===== config.mk =====
export PLATFORM = sky130hd
export DESIGN_NAME = spram_ctrl
export DESIGN_NICKNAME = d
export VERILOG_FILES = /design/src/rtl/spram_ctrl.sv
export SDC_FILE = /design/constraint.sdc
export NUM_CORES = 1
export LEC_CHECK = 0
export ABC_AREA = 0
export BUFFER_PORTS_ARGS = -buffer_cell sky130_fd_sc_hd__buf_4
export CAP_MARGIN = 20
export CORE_ASPECT_RATIO = 0.8
export CORE_MARGIN = 3
export CORE_UTILIZATION = 45
export CTS_BUF_LIST = sky130_fd_sc_hd__clkbuf_4 sky130_fd_sc_hd__clkbuf_8
export CTS_CLUSTER_DIAMETER = 150
export DETAILED_ROUTE_END_ITERATION = 10
export HOLD_SLACK_MARGIN = 0.1
export MAX_ROUTING_LAYER = met4
export PLACE_DENSITY_LB_ADDON = 0.05
export SETUP_SLACK_MARGIN = 0.5
export SYNTH_ARGS = -nofsm -noshare
export SYNTH_HDL_FRONTEND = slang
export SYNTH_SLANG_ARGS = --single-unit

===== constraint.sdc =====
create_clock -name clk -period 1.5 [get_ports clk]
set_input_delay 0.15 -clock clk [delete_from_list [all_inputs] [get_ports clk]]
set_output_delay 0.15 -clock clk [all_outputs]
set_load 0.02 [all_outputs]

===== src/rtl/spram_ctrl.sv =====
`default_nettype none
// -----------------------------------------------------------------------------
// spram_ctrl - arbitrates a byte CPU port and a word video port onto one SP256K
// Revision: 1.0
// -----------------------------------------------------------------------------
module spram_ctrl #(
  parameter int RR_ARB      = 1,
  parameter int IDLE_CYCLES = 64,
  parameter int WAKE_CYCLES = 3
) (
  input  logic        clk,
  input  logic        rst,
  input  logic        a_req,
  input  logic [14:0] a_addr,
  input  logic        a_wr,
  input  logic [7:0]  a_wdata,
  output logic        a_ack,
  output logic [7:0]  a_rdata,
  output logic        a_rvalid,
  input  logic        b_req,
  input  logic [13:0] b_addr,
  output logic        b_ack,
  output logic [15:0] b_rdata,
  output logic        b_rvalid,
  output logic [13:0] sp_ad,
  output logic [15:0] sp_di,
  output logic [3:0]  sp_maskwe,
  output logic        sp_we,
  output logic        sp_cs,
  output logic        sp_stdby,
  output logic        sp_sleep,
  output logic        sp_pwroff_n,
  input  logic [15:0] sp_do
);

  localparam int c_idle_w = (IDLE_CYCLES > 0) ? $clog2(IDLE_CYCLES + 1) : 1;
  localparam int c_wake_w = (WAKE_CYCLES > 1) ? $clog2(WAKE_CYCLES) : 1;
  localparam logic [c_idle_w-1:0] c_idle_max  = c_idle_w'(IDLE_CYCLES);
  localparam logic [c_wake_w-1:0] c_wake_last = c_wake_w'(WAKE_CYCLES - 1);

  typedef enum logic [1:0] {
    ST_ACTIVE  = 2'd0,
    ST_STANDBY = 2'd1,
    ST_WAKE    = 2'd2
  } state_t;

  state_t              r_state;
  logic [c_idle_w-1:0] r_idle_cnt;
  logic [c_wake_w-1:0] r_wake_cnt;
  logic                r_last_b;
  logic                r_stdby;
  logic                r_a_pend;
  logic                r_a_lane;
  logic                r_b_pend;
  logic [7:0]          r_a_hold;
  logic [15:0]         r_b_hold;

  logic                w_grant_a;
  logic                w_grant_b;
  logic [7:0]          w_a_lane_data;
  logic [c_idle_w-1:0] w_idle_inc;

  // r_last_b set means B won last, so A takes the next collision
  always_comb begin
    w_grant_a = 1'b0;
    w_grant_b = 1'b0;
    if (!rst && r_state == ST_ACTIVE) begin
      if (a_req && b_req) begin
        if (RR_ARB != 0 && !r_last_b) w_grant_b = 1'b1;
        else                          w_grant_a = 1'b1;
      end else begin
        w_grant_a = a_req;
        w_grant_b = b_req;
      end
    end
  end

  assign a_ack       = w_grant_a;
  assign b_ack       = w_grant_b;
  assign sp_cs       = w_grant_a | w_grant_b;
  assign sp_we       = w_grant_a & a_wr;
  assign sp_maskwe   = sp_we ? (a_addr[0] ? 4'b1100 : 4'b0011) : 4'b0000;
  assign sp_ad       = w_grant_a ? a_addr[14:1] : (w_grant_b ? b_addr : 14'd0);
  assign sp_di       = sp_we ? {a_wdata, a_wdata} : 16'd0;
  assign sp_stdby    = r_stdby;
  assign sp_sleep    = 1'b0;
  assign sp_pwroff_n = 1'b1;

  assign w_a_lane_data = r_a_lane ? sp_do[15:8] : sp_do[7:0];
  assign w_idle_inc    = r_idle_cnt + 1'b1;

  // Return path is live during the strobe cycle and falls back to the held copy
  assign a_rvalid = r_a_pend & ~rst;
  assign b_rvalid = r_b_pend & ~rst;
  assign a_rdata  = rst ? 8'd0  : (r_a_pend ? w_a_lane_data : r_a_hold);
  assign b_rdata  = rst ? 16'd0 : (r_b_pend ? sp_do : r_b_hold);

  always_ff @(posedge clk) begin
    if (rst) begin
      r_state    <= ST_ACTIVE;
      r_idle_cnt <= '0;
      r_wake_cnt <= '0;
      r_last_b   <= 1'b1;
      r_stdby    <= 1'b0;
      r_a_pend   <= 1'b0;
      r_a_lane   <= 1'b0;
      r_b_pend   <= 1'b0;
      r_a_hold   <= 8'd0;
      r_b_hold   <= 16'd0;
    end else begin
      r_a_pend <= w_grant_a & ~a_wr;
      r_b_pend <= w_grant_b;
      if (w_grant_a)             r_a_lane <= a_addr[0];
      if (r_a_pend)              r_a_hold <= w_a_lane_data;
      if (r_b_pend)              r_b_hold <= sp_do;
      if (w_grant_a | w_grant_b) r_last_b <= w_grant_b;

      case (r_state)
        ST_ACTIVE: begin
          // Any request in ACTIVE is granted, so no grant also means no request
          if (w_grant_a | w_grant_b) begin
            r_idle_cnt <= '0;
          end else if (IDLE_CYCLES != 0) begin
            r_idle_cnt <= w_idle_inc;
            if (w_idle_inc == c_idle_max) begin
              r_state <= ST_STANDBY;
              r_stdby <= 1'b1;
            end
          end
        end
        ST_STANDBY: begin
          if (a_req | b_req) begin
            r_state    <= ST_WAKE;
            r_stdby    <= 1'b0;
            r_wake_cnt <= '0;
          end
        end
        ST_WAKE: begin
          if (r_wake_cnt == c_wake_last) begin
            r_state    <= ST_ACTIVE;
            r_idle_cnt <= '0;
          end else begin
            r_wake_cnt <= r_wake_cnt + 1'b1;
          end
        end
        default: begin
          r_state <= ST_ACTIVE;
          r_stdby <= 1'b0;
        end
      endcase
    end
  end

endmodule
`default_nettype wire


==> qor.csv, run 1 <==
metric,value,unit
post-cts-setup-buffers,21,
yosysUniqueCellTypes,45,
htreeDepth,2,
yosys_most_used_dff,dfxtp_1,
ioPinCount,125,
synthCells,226,
placementRows,21,
syn-num-nets,286,
cts.sinks,40,
place_area,3380,um2
ys_top_cells_by_area,"dfxtp_1 38%, mux2i_1 12%, nor2_1 5.9%",
stop_error,[ERROR DPL-0033] detailed placement checks failed during check placement.,
syn-cell-area,2100,um2
cts-hold-fix-buffers,0,
die_width,82.3,um
numCtsBuffers,5,
yosys_warnings,0,
status,stopped before the end,
fp.dieH,67.1,um
haltStage,clock tree synthesis (4_1_cts),
seq_area_frac_synth,38.2,%
clock_path_buffers,2,
ys_ff_latch,40,
synth_edf_count,0,
synth_top_cell_area_share,38.2,%
avgSynthCellArea,9.28,um2
cts_resized,117,
dp.final_hpwl,4920,um
cts-root-buf,clkbuf_8,
async_reset_ff_share,0,%
gp_congestion,0.734,
initial_utilization,48.4,%
port_buffers,122,
yosys.area.top_type,dfxtp_1,
metrics by stage:
| stage | util [%] | TNS [ns] | setup WS (ns) | cells |
|---|---|---|---|---|
| detailed placement | 78.1 | 0 | 0.0276 | 386 |
| floorplan | - | -0.613 | -0.102 | 226 |
| global placement | 78.1 | 0 | 0.0649 | 386 |
synthesized netlist by cell type, types with 2 or more instances:
| master | instances |
|---|---|
| inv_1 | 3 |
| buf_6 | 4 |
| conb_1 | 2 |
| nor2_1 | 33 |
| o21ai_0 | 2 |
| nand3_1 | 4 |
| a311oi_1 | 3 |
| buf_2 | 6 |
| mux2i_1 | 26 |
| nand2b_1 | 2 |
| and3_1 | 12 |
| dfxtp_1 | 40 |
| buf_4 | 14 |
| clkbuf_1 | 2 |
| nor2b_1 | 3 |
| a22o_1 | 14 |
| and2b_1 | 3 |
| nand2_1 | 6 |
| nor4b_1 | 2 |
| a211oi_1 | 9 |
| a21oi_1 | 9 |
| ha_1 | 2 |
| buf_1 | 3 |
kinds of logic after synthesis:
family | synth area share, %
xor+xnor | 0.418
flops | 38.2
compound gates | 17.1
other cells | 0.358
buf+inv | 11.7
simple gates | 18.7
fa+ha+maj | 1.19
mux | 12.4
==> run 2, diff against run 1 <==
Settings changed: CORE_ASPECT_RATIO 0.8 to default, CORE_UTILIZATION 45 to 38, CTS_BUF_LIST sky130_fd_sc_hd__clkbuf_4 sky130_fd_sc_hd__clkbuf_8 to default, CTS_CLUSTER_DIAMETER 150 to default, HOLD_SLACK_MARGIN 0.1 to default, MAX_ROUTING_LAYER met4 to default, PLACE_DENSITY_LB_ADDON 0.05 to 0.15, SETUP_SLACK_MARGIN 0.5 to default.
==> qor.csv, run 2 <==
metric,value,unit,change
status,"complete, but fails checks",,
violations,negative setup slack,,
hp-class,primary input to flop,,
nFillCells,384,,
layout.cells.most_common_list,"94 x buf_4, 44 x buf_6, 33 x nor2_1, 33 x dfxtp_1, 24 x mux2i_1",,
antenna_cells,0,,
clock_path_buffers,2,,unchanged
avgSynthCellArea,9.28,um2,unchanged
synthCells,226,,unchanged
yosys_most_used_dff,dfxtp_1,,
period_needed,1.83,ns,
place_area,3030,um2,-10%
startpoint_type,flop,,
largest_register,r_b_hold,,
max_cap_viol_count,0,,
multi_input_area,1170,um2,
ant_nets,0,,
worst_setup_path_end_kind,output port,,
crit_required,1.35,ns,
critPathMaxStageDelay,0.32,ns,
antenna_found_initial,0,,
grt_use_total,18.1,%,
cts-root-buf,clkbuf_8,,
async_reset_ff_share,0,%,unchanged
syn2layout_area_growth,72.1,%,
core_area,5240,um2,
insertion_delay,0.30,ns,
regArea,817,um2,
peakVddDrop,582,uV,
final_nets,409,,
post-synth-top-count-cell,dfxtp_1,,
hold_violations,0,,
grt_max_degree,33,,
die_width,80.3,um,-2.5%
drcViolationCount,0,,
syn-num-nets,286,,unchanged
wl_per_cell,15.9,um,
final.setup_skew,0.00723,ns,
drive_gt1_share,54.0,%,
dpl_worst_slack,-0.00292,ns,-0.0305 ns
largest_reg_flops,16,,
grt_pass1_wl,9200,um,
ys_top_cells_by_area,"dfxtp_1 38%, mux2i_1 12%, nor2_1 5.9%",,
grt_pass1_vias,1936,,
cts.sinks,40,,unchanged
ioPinCount,125,,unchanged
critPathKind,flop to output port,,
finalSetupViolCount,41,,
gp_congestion,0.784,,+6.8%
yosys_warnings,0,,unchanged
clk_pin_slew,0.08,ns,
leakage,1.60,nW,
synth_common_cells,"40 x dfxtp_1, 33 x nor2_1, 26 x mux2i_1",,
initial_utilization,40.0,%,-8.3 points
synth_edf_count,0,,unchanged
fp.dieH,80.3,um,+20%
synth_top_cell_area_share,38.2,%,unchanged
num_vias,2108,,
fin_area,3610,um2,
hold_slack,0.127,ns,
fmax,546,MHz,
port_buffers,122,,unchanged
fin_setup_tns,-9.96,ns,
placementRows,26,,+24%
dr.pass1.iters,4,,
viasPerCell,5.02,,
cts_tree,built,,
dp.final_hpwl,4340,um,-12%
critical_path.max_fanout,6,,
arrival,1.68,ns,
yosysUniqueCellTypes,45,,unchanged
slowest_stage,dfxtp_2,,
fin_ws,-0.330,ns,
ys_ff_latch,40,,unchanged
top_regs,"r_b_hold: 16 flops, r_a_hold: 8 flops, r_idle_cnt: 7 flops",,
finalMaxSlewViolations,0,,
power,0.00282,W,
rsz0062_at_grt,yes,,
yosys.area.top_type,dfxtp_1,,
htreeDepth,2,,unchanged
dieArea,6450,um2,
syn-cell-area,2100,um2,unchanged
numCtsBuffers,5,,unchanged
drt-total-wl,6670,um,
drt_iter0_drc,35,,
seq_area_frac_synth,38.2,%,unchanged
layout_commonest_cell,buf_4,,
powerDensity,782,nW/um2,
grt.overflow.total,0,,
cts-hold-fix-buffers,0,,unchanged
min_period_over_period,122,%,
path_cells,"and2b_1, and3b_2, buf_12, clkbuf_16, a22o_1, buf_6",,
-- run 2: cell counts after synthesis --
Identical to the previous run, type by type.
-- run 2: worst max-delay path: cells and delay by family, from the launching register on --
kind / cells / cell delay (ns)
AND/OR/NAND/NOR: 2 / 0.43
AO/OA/AOI/OAI: 1 / 0.21
buffers and inverters: 3 / 0.43
flip-flops: 1 / 0.32
-- run 2: power breakdown --
group / switching (W) / total, W / internal [W]
clock network: 0.000374 / 0.000961 / 0.000587
logic: 0.000333 / 0.000738 / 0.000404
registers: 0.0000261 / 0.00113 / 0.00110
total: 0.000733 / 0.00282 / 0.00209
-- run 2: final cells by class --
| class | instances | share of cell area (%) |
|---|---|---|
| multi-input cells | 152 | 32.3 |
| clock buffers | 7 | 2.67 |
| clock inverters | 1 | 0.832 |
| well taps | 70 | 2.43 |
| inverters | 3 | 0.312 |
| flip-flops and latches | 40 | 22.6 |
| repair buffers | 147 | 38.8 |
-- run 2: through the flow --
step / std cells / utilization [%]
3_5_place_dp: 397 / 57.9
3_3_place_gp: 397 / 57.9
4_1_cts: 416 / 66.5
5_1_grt: 420 / 68.9
2_1_floorplan: 226 / -
6_report: 420 / 68.9
-- run 2: path summary, 6_finish.rpt --
check                                                start                         end  slack (ns)  cells after the start
worst max-delay path                 r_last_b$_SDFFE_PP1N_                    sp_ad[1]       -0.33                      6
worst min register to register  r_wake_cnt[0]$_SDFFE_PP0P_  r_wake_cnt[0]$_SDFFE_PP0P_        0.50                      2
worst max register to register       r_last_b$_SDFFE_PP1N_       r_a_lane$_SDFFE_PP0P_       -0.03                      7
worst min-delay path                             a_addr[0]       r_a_lane$_SDFFE_PP0P_        0.13                      3
-- run 2: metal layers --
metal,vias up,track usage [%],wire length (um)
met5,-,0,0
met4,0,5.57,61
met3,7,5.83,591
met2,90,33.0,3410
met1,977,19.7,2610
li1,1034,-,-
-- run 2: cell families after synthesis --
group | after synthesis | synth area share (%)
muxes | 26 | 12.4
AOI/OAI and AO/OA | 47 | 17.1
and+or+nand+nor | 74 | 18.7
adders and majority gates | 2 | 1.19
buffers and inverters | 34 | 11.7
DFF | 40 | 38.2
other | 2 | 0.358
xor gates and xnor gates | 1 | 0.418
-- run 2: timing repair --
action / 4_1_cts / 5_1_grt
cloned: 2 / 2
endpoints found under the setup margin: 46 / 54
pin swaps: 16 / 4
setup buffers: 9 / 2
resized for setup: 58 / 17
hold endpoints to repair: 0 / 0
Note: power is estimated with default switching activity, not from simulation.
==> run 3, diff against run 2 <==
Settings changed: CELL_PAD_IN_SITES_DETAIL_PLACEMENT from default to 0, CELL_PAD_IN_SITES_GLOBAL_PLACEMENT from default to 1, CORE_UTILIZATION 38 to 30.
==> qor.csv, run 3 (synthesis gave the netlist of run 2 again) <==
metric,value,unit,change
met2_usage,25.1,%,-7.9 points
busiest_layer,met2,,
use_met1,15.1,%,-4.6 points
final.setup_skew,0.0110,ns,+0.00373 ns
period_needed,1.83,ns,-0.0000610 ns
reg2regPathDepth,6,,-1
r2r_start,r_state[1]$_SDFFE_PP0P_,,
die_width,89.6,um,+12%
dieArea,8030,um2,+25%
power_frac_seq,39.4,%,-0.5 points
port_buffers,122,,unchanged
worst-path-buf-inv,2,,-1
syn2layout_area_growth,68.3,%,
drt-total-wl,6380,um,-4.3%
p_switching,0.000713,W,-2.7%
violations,negative setup slack,,
dr.pass1.iters,4,,unchanged
layout.cells.most_common_list,"93 x buf_4, 39 x buf_6, 35 x dfxtp_1",,
post-route-util,53.7,%,-15 points
powerDensity,806,nW/um2,+3.0%
antenna_cells,0,,unchanged
viasPerCell,4.71,,-6.2%
initial_utilization,31.9,%,-8.1 points
insertion_delay,0.30,ns,about the same
startpoint_type,flop,,
path_cells,"and2b_1, and3b_2, buf_12, and2_4, and2b_2, buf_6",,
min_to,r_a_lane$_SDFFE_PP0P_,,
leakage,1.54,nW,-3.3%
grt_use_total,13.8,%,-4.3 points
drcViolationCount,0,,unchanged
hold_violations,0,,unchanged
clock_path_buffers,2,,unchanged
finalSetupViolCount,37,,-9.8%
drt_iter0_drc,56,,+60%
use_met3,4.47,%,-1.4 points
status,"complete, but fails checks",,
swShare,25.1,%,-0.89 points
cts_tree,built,,
grt.overflow.total,0,,unchanged
num_vias,2049,,-2.8%
nFillCells,602,,+57%
fp.dieH,89.6,um,+12%
crit_cells,6,,unchanged
antenna_found_initial,0,,unchanged
critPathMaxStageDelay,0.32,ns,about the same
grt_max_degree,28,,-15%
layout_commonest_cell,buf_4,,
finalMaxSlewViolations,0,,unchanged
numCtsBuffers,5,,unchanged
r2r_slack,0.04,ns,+0.07 ns
final_nets,402,,-1.7%
largest_register,r_b_hold,,
peakVddDrop,533,uV,-8.5%
max_cap_viol_count,0,,unchanged
critPathKind,flop to output port,,
top_regs,"r_b_hold: 16 flops, r_a_hold: 8 flops, r_idle_cnt: 7 flops",,
placementRows,29,,+12%
ioPinCount,125,,unchanged
cp_top_family,simple AND/OR/NAND/NOR gates,,
min_from,a_addr[0],,
drive_gt1_share,52.0,%,-2.0 points
htreeDepth,2,,unchanged
p_clk_share,36.1,%,+2.1 points
largest_reg_flops,16,,unchanged
clk_pin_slew,0.08,ns,about the same
arrival,1.68,ns,about the same
crit_required,1.35,ns,about the same
min_period_over_period,122,%,about the same
grt_pass1_vias,1886,,-2.6%
worst_setup_path_end_kind,output port,,
fin_setup_tns,-8.60,ns,+1.36 ns
slowest_stage,dfxtp_2,,
fmax,546,MHz,about the same
hp-class,primary input to flop,,
timing.rr.end,r_a_lane$_SDFFE_PP0P_,,
rsz0062_at_grt,yes,,
critical_path.max_fanout,7,,+1
power_frac_comb,24.5,%,-1.6 points
fin_ws,-0.330,ns,+0.0000610 ns
gp_congestion,0.740,,-5.6%
min_path_cells,3,,unchanged
grt_pass1_wl,8670,um,-5.8%
cts-root-buf,clkbuf_8,,
wl_per_cell,14.7,um,-7.6%
dp.final_hpwl,4480,um,+3.4%
p_int,0.00213,W,+1.9%
core_area,6570,um2,+25%
cts.sinks,40,,unchanged
ant_nets,0,,unchanged
run 3: changes by cell type in the layout (fill, tap and decap cells not counted), moves of 2 or more:
| cell | before | now |
|---|---|---|
| a211oi_2 | 6 | 8 |
| a211oi_4 | 2 | 0 |
| buf_16 | 2 | 0 |
| buf_6 | 44 | 39 |
| clkbuf_8 | 7 | 5 |
| dfxtp_1 | 33 | 35 |
run 3: metal layers:
layer / wire (um) / vias up
met4: 72 / 0
met2: 3130 / 88
met3: 669 / 6
met5: 0 / -
met1: 2510 / 931
li1: - / 1024
run 3: power groups by stage:
stage	Sequential (W)	Combinational [W]	Clock (W)
finish	0.00112	0.000697	0.00103
global route	0.00113	0.000748	0.00111
CTS	0.00112	0.000621	0.00106
detailed placement	0.00115	0.000604	0
global placement	0.00115	0.000603	0
floorplan	0.00114	0.000346	0
run 3: layout make-up:
cell class | count | area [um2] | area share (%)
Timing Repair Buffer | 140 | 1310 | 37.2
Inverter | 3 | 11.3 | 0.319
Clock buffer | 5 | 68.8 | 1.95
Sequential cell | 40 | 812 | 23.0
Tap cell | 93 | 116 | 3.30
Clock inverter | 2 | 60.1 | 1.70
Multi-Input combinational cell | 152 | 1150 | 32.5
run 3: worst reg2reg max path: cells and delay by family, from the launching register on:
family | cells | cell delay [ns]
AND/OR/NAND/NOR | 3 | 0.54
flip-flops | 1 | 0.34
buffers and inverters | 2 | 0.30
multiplexers | 1 | 0.17
run 3: metrics by stage:
stage               std cells  power, W  area, um2  worst slack, ns  hold slack [ns]
global route              435   0.00298       3530           -0.419            0.135
floorplan                 226   0.00148       2190           -0.103            0.296
global placement          421   0.00175       3070         0.000503            0.428
detailed placement        421   0.00175       3070          -0.0105            0.423
CTS                       429   0.00281       3240           -0.335            0.119
finish                    435   0.00284       3530           -0.330            0.127
run 3: worst max path at each step:
stage                                  startpoint      endpoint  slack (ns)
after global routing        r_last_b$_SDFFE_PP1N_  sp_maskwe[0]       -0.42
after detailed placement  r_state[0]$_SDFFE_PP0P_  sp_maskwe[1]       -0.01
after floorplan           r_state[0]$_SDFFE_PP0P_  sp_maskwe[1]       -0.10
after CTS                 r_state[0]$_SDFFE_PP0P_  sp_maskwe[1]       -0.33
after global placement    r_state[0]$_SDFFE_PP0P_  sp_maskwe[0]      0.0005
final                       r_last_b$_SDFFE_PP1N_  sp_maskwe[1]       -0.33
run 3: what timing repair did:
| action | CTS | global route |
|---|---|---|
| endpoints found under the setup margin | 45 | 53 |
| pin swaps | 3 | 13 |
| resized for setup | 11 | 49 |
| hold buffers | 0 | 0 |
| gates cloned | 0 | 3 |
| setup buffers | 1 | 3 |
==> run 4, diff against run 3 <==
Settings changed: ABC_AREA 0 to 1, CORE_UTILIZATION 30 to 29.
==> qor.csv, run 4 <==
metric,value,unit,change
yosys.area.top_type,dfxtp_1,,
rsz0062_at_grt,yes,,
num_vias,2342,,+14%
final_nets,486,,+21%
dp.cells,501,,+19%
placementRows,30,,+3.4%
clk_pin_slew,0.08,ns,about the same
port_buffers,122,,unchanged
viasPerCell,4.48,,-4.9%
place_area,3190,um2,+3.9%
reg2regPathDepth,12,,+6
grt_use_total,16.1,%,+2.3 points
fin_ws,-0.218,ns,+0.112 ns
fin_area,3690,um2,+4.7%
final_cells,523,,+20%
power_frac_comb,26.0,%,+1.5 points
cts-hold-fix-buffers,0,,unchanged
finalSetupViolCount,45,,+22%
dp.final_hpwl,4990,um,+11%
layout.cells.most_common_list,"106 x buf_4, 47 x nor2_1, 41 x buf_6",,
drcViolationCount,0,,unchanged
powerDensity,761,nW/um2,-5.6%
insertion_delay,0.29,ns,about the same
grt_pass1_wl,10900,um,+26%
syn2layout_area_growth,76.9,%,
synth_top_cell_area_share,38.3,%,+0.16 points
min_from,rst,,
yosys_warnings,0,,unchanged
initial_utilization,30.4,%,-1.5 points
ant_nets,0,,unchanged
seq_area_frac_synth,38.3,%,+0.16 points
fp.dieH,90.9,um,+1.4%
yosys_most_used_dff,dfxtp_1,,
avgSynthCellArea,7.23,um2,-22%
violations,negative setup slack,,
hold_violations,0,,unchanged
layout_commonest_cell,buf_4,,
swShare,28.3,%,+3.3 points
gp_congestion,0.822,,+11%
min_period_over_period,115,%,-7.5 points
die_width,90.9,um,+1.4%
dieArea,8250,um2,+2.8%
finalMaxSlewViolations,0,,unchanged
status,"complete, but fails checks",,
p_clk_share,33.7,%,-2.4 points
ys_ff_latch,40,,unchanged
core_area,6870,um2,+4.6%
htreeDepth,2,,unchanged
p_int,0.00201,W,-5.5%
timing.rr.end,r_idle_cnt[5]$_SDFFE_PP0P_,,
min_to,r_a_lane$_SDFFE_PP0P_,,
leakage,1.78,nW,+16%
clock_path_buffers,2,,unchanged
post-synth-top-count-cell,nor2_1,,
hold_slack,0.112,ns,-0.0147 ns
async_reset_ff_share,0,%,unchanged
grt_max_degree,25,,-11%
antenna_found_initial,0,,unchanged
min_path_cells,2,,-1
period_needed,1.72,ns,-0.112 ns
yosysUniqueCellTypes,31,,-31%
startpoint_type,flop,,
r2r_start,r_state[1]$_SDFFE_PP0P_,,
drt_iter0_drc,74,,+32%
numCtsBuffers,5,,unchanged
worst_setup_path_end_kind,output port,,
hp-class,primary input to flop,,
drt-total-wl,6880,um,+7.8%
power_frac_seq,40.3,%,+0.9 points
crit_required,1.35,ns,about the same
critPathKind,flop to output port,,
critical_path.max_fanout,16,,+9
peakVddDrop,552,uV,+3.5%
fmax,582,MHz,+6.5%
ioPinCount,125,,unchanged
max_cap_viol_count,0,,unchanged
drive_gt1_share,49.2,%,-2.9 points
synth_common_cells,"59 x nor2_1, 40 x dfxtp_1, 38 x nand2_1",,
top_regs,"r_b_hold: 16 flops, r_a_hold: 8 flops, r_idle_cnt: 7 flops",,
syn-num-nets,349,,+22%
cts.sinks,40,,unchanged
final.setup_skew,0.0108,ns,-0.000112 ns
synth_edf_count,0,,unchanged
antenna_cells,0,,unchanged
ys_top_cells_by_area,"dfxtp_1 38%, nor2_1 11%, nand2_1 6.8%",,
syn-cell-area,2090,um2,-0.42%
largest_reg_flops,16,,unchanged
cts-root-buf,clkbuf_8,,
grt.overflow.total,0,,unchanged
wl_per_cell,13.2,um,-10%
grt_pass1_vias,2333,,+24%
synthCells,289,,+28%
largest_register,r_b_hold,,
arrival,1.57,ns,-0.11 ns
dr.pass1.iters,4,,unchanged
dpl_worst_slack,0.0546,ns,+0.0650 ns
p_switching,0.000796,W,+12%
cts_tree,built,,
r2r_slack,-0.08,ns,-0.12 ns
[run 4: cell types whose count changed after synthesis, moves of 4 or more]
cell,change
clkbuf_1,+4
o21ai_0,+26
mux2i_1,-26
buf_2,-6
nor2_1,+26
a21oi_1,+16
and3_1,-12
a211oi_1,-7
inv_1,+27
nand2_1,+32
[run 4: what timing repair did]
action / in CTS / in global routing
cloned: 1 / 0
pin swaps: 4 / 13
buffers inserted: 7 / 6
endpoints found under the setup margin: 62 / 70
gates resized for setup: 37 / 39
[run 4: metal layers]
metal | wire length (um) | track usage (%) | vias to the layer above
li1 | - | - | 1198
met4 | 115 | 5.15 | 0
met5 | 0 | 0 | -
met3 | 387 | 4.50 | 10
met2 | 3690 | 28.1 | 56
met1 | 2680 | 19.0 | 1078
[run 4: power groups by stage]
stage               Sequential (W)  Clock, W  Combinational, W
floorplan                  0.00115         0          0.000333
global placement           0.00115         0          0.000638
detailed placement         0.00116         0          0.000640
CTS                        0.00113  0.000972          0.000699
global route               0.00114   0.00102          0.000789
finish                     0.00113  0.000947          0.000732
[run 4: area by class of cell]
type | count | area (um2)
Multi-Input combinational cell | 193 | 1170
Sequential cell | 40 | 818
Clock inverter | 2 | 38.8
Timing Repair Buffer | 150 | 1320
Fill cell | 690 | 3180
Tap cell | 96 | 120
Clock buffer | 6 | 82.6
Inverter | 36 | 149
[run 4: kinds of logic (layout without fill, tap and decap cells)]
logic type / Yosys count / in the layout / share of synthesized area [%]
and+or+nand+nor: 114 / 115 / 23.5
AOI/OAI and AO/OA: 74 / 74 / 22.3
buffers and inverters: 57 / 194 / 14.3
DFF: 40 / 40 / 38.3
adders and majority gates: 2 / 2 / 1.20
other: 2 / 2 / 0.360
[run 4: worst max-delay path by stage]
stage / start / end / slack (ns) / cells after the start
6_report: r_state[1]$_SDFFE_PP0P_ / sp_ad[3] / -0.22 / 8
5_1_grt: r_state[1]$_SDFFE_PP0P_ / sp_ad[3] / -0.31 / 8
4_1_cts: r_state[1]$_SDFFE_PP0P_ / sp_ad[10] / -0.23 / 8
3_5_place_dp: r_state[0]$_SDFFE_PP0P_ / sp_di[15] / 0.05 / 8
3_3_place_gp: r_state[0]$_SDFFE_PP0P_ / sp_di[3] / 0.09 / 8
2_1_floorplan: r_state[0]$_SDFFE_PP0P_ / sp_di[11] / -0.04 / 9
[run 4: critical path, stage by stage (launching register included)]
cell	delay, ns
dfxtp_2	0.35
nor2_4	0.05
inv_4	0.07
nor2_8	0.04
o211ai_4	0.09
clkinv_4	0.13
buf_12	0.17
a22o_1	0.24
buf_6	0.13
[run 4: per-stage QoR]
stage,setup TNS (ns),util [%],total power (W)
4_1_cts,-6.89,51.2,0.00280
3_3_place_gp,0,46.4,0.00179
5_1_grt,-10.73,53.8,0.00295
2_1_floorplan,-0.256,-,0.00148
6_report,-6.34,53.8,0.00281
3_5_place_dp,0,46.4,0.00180
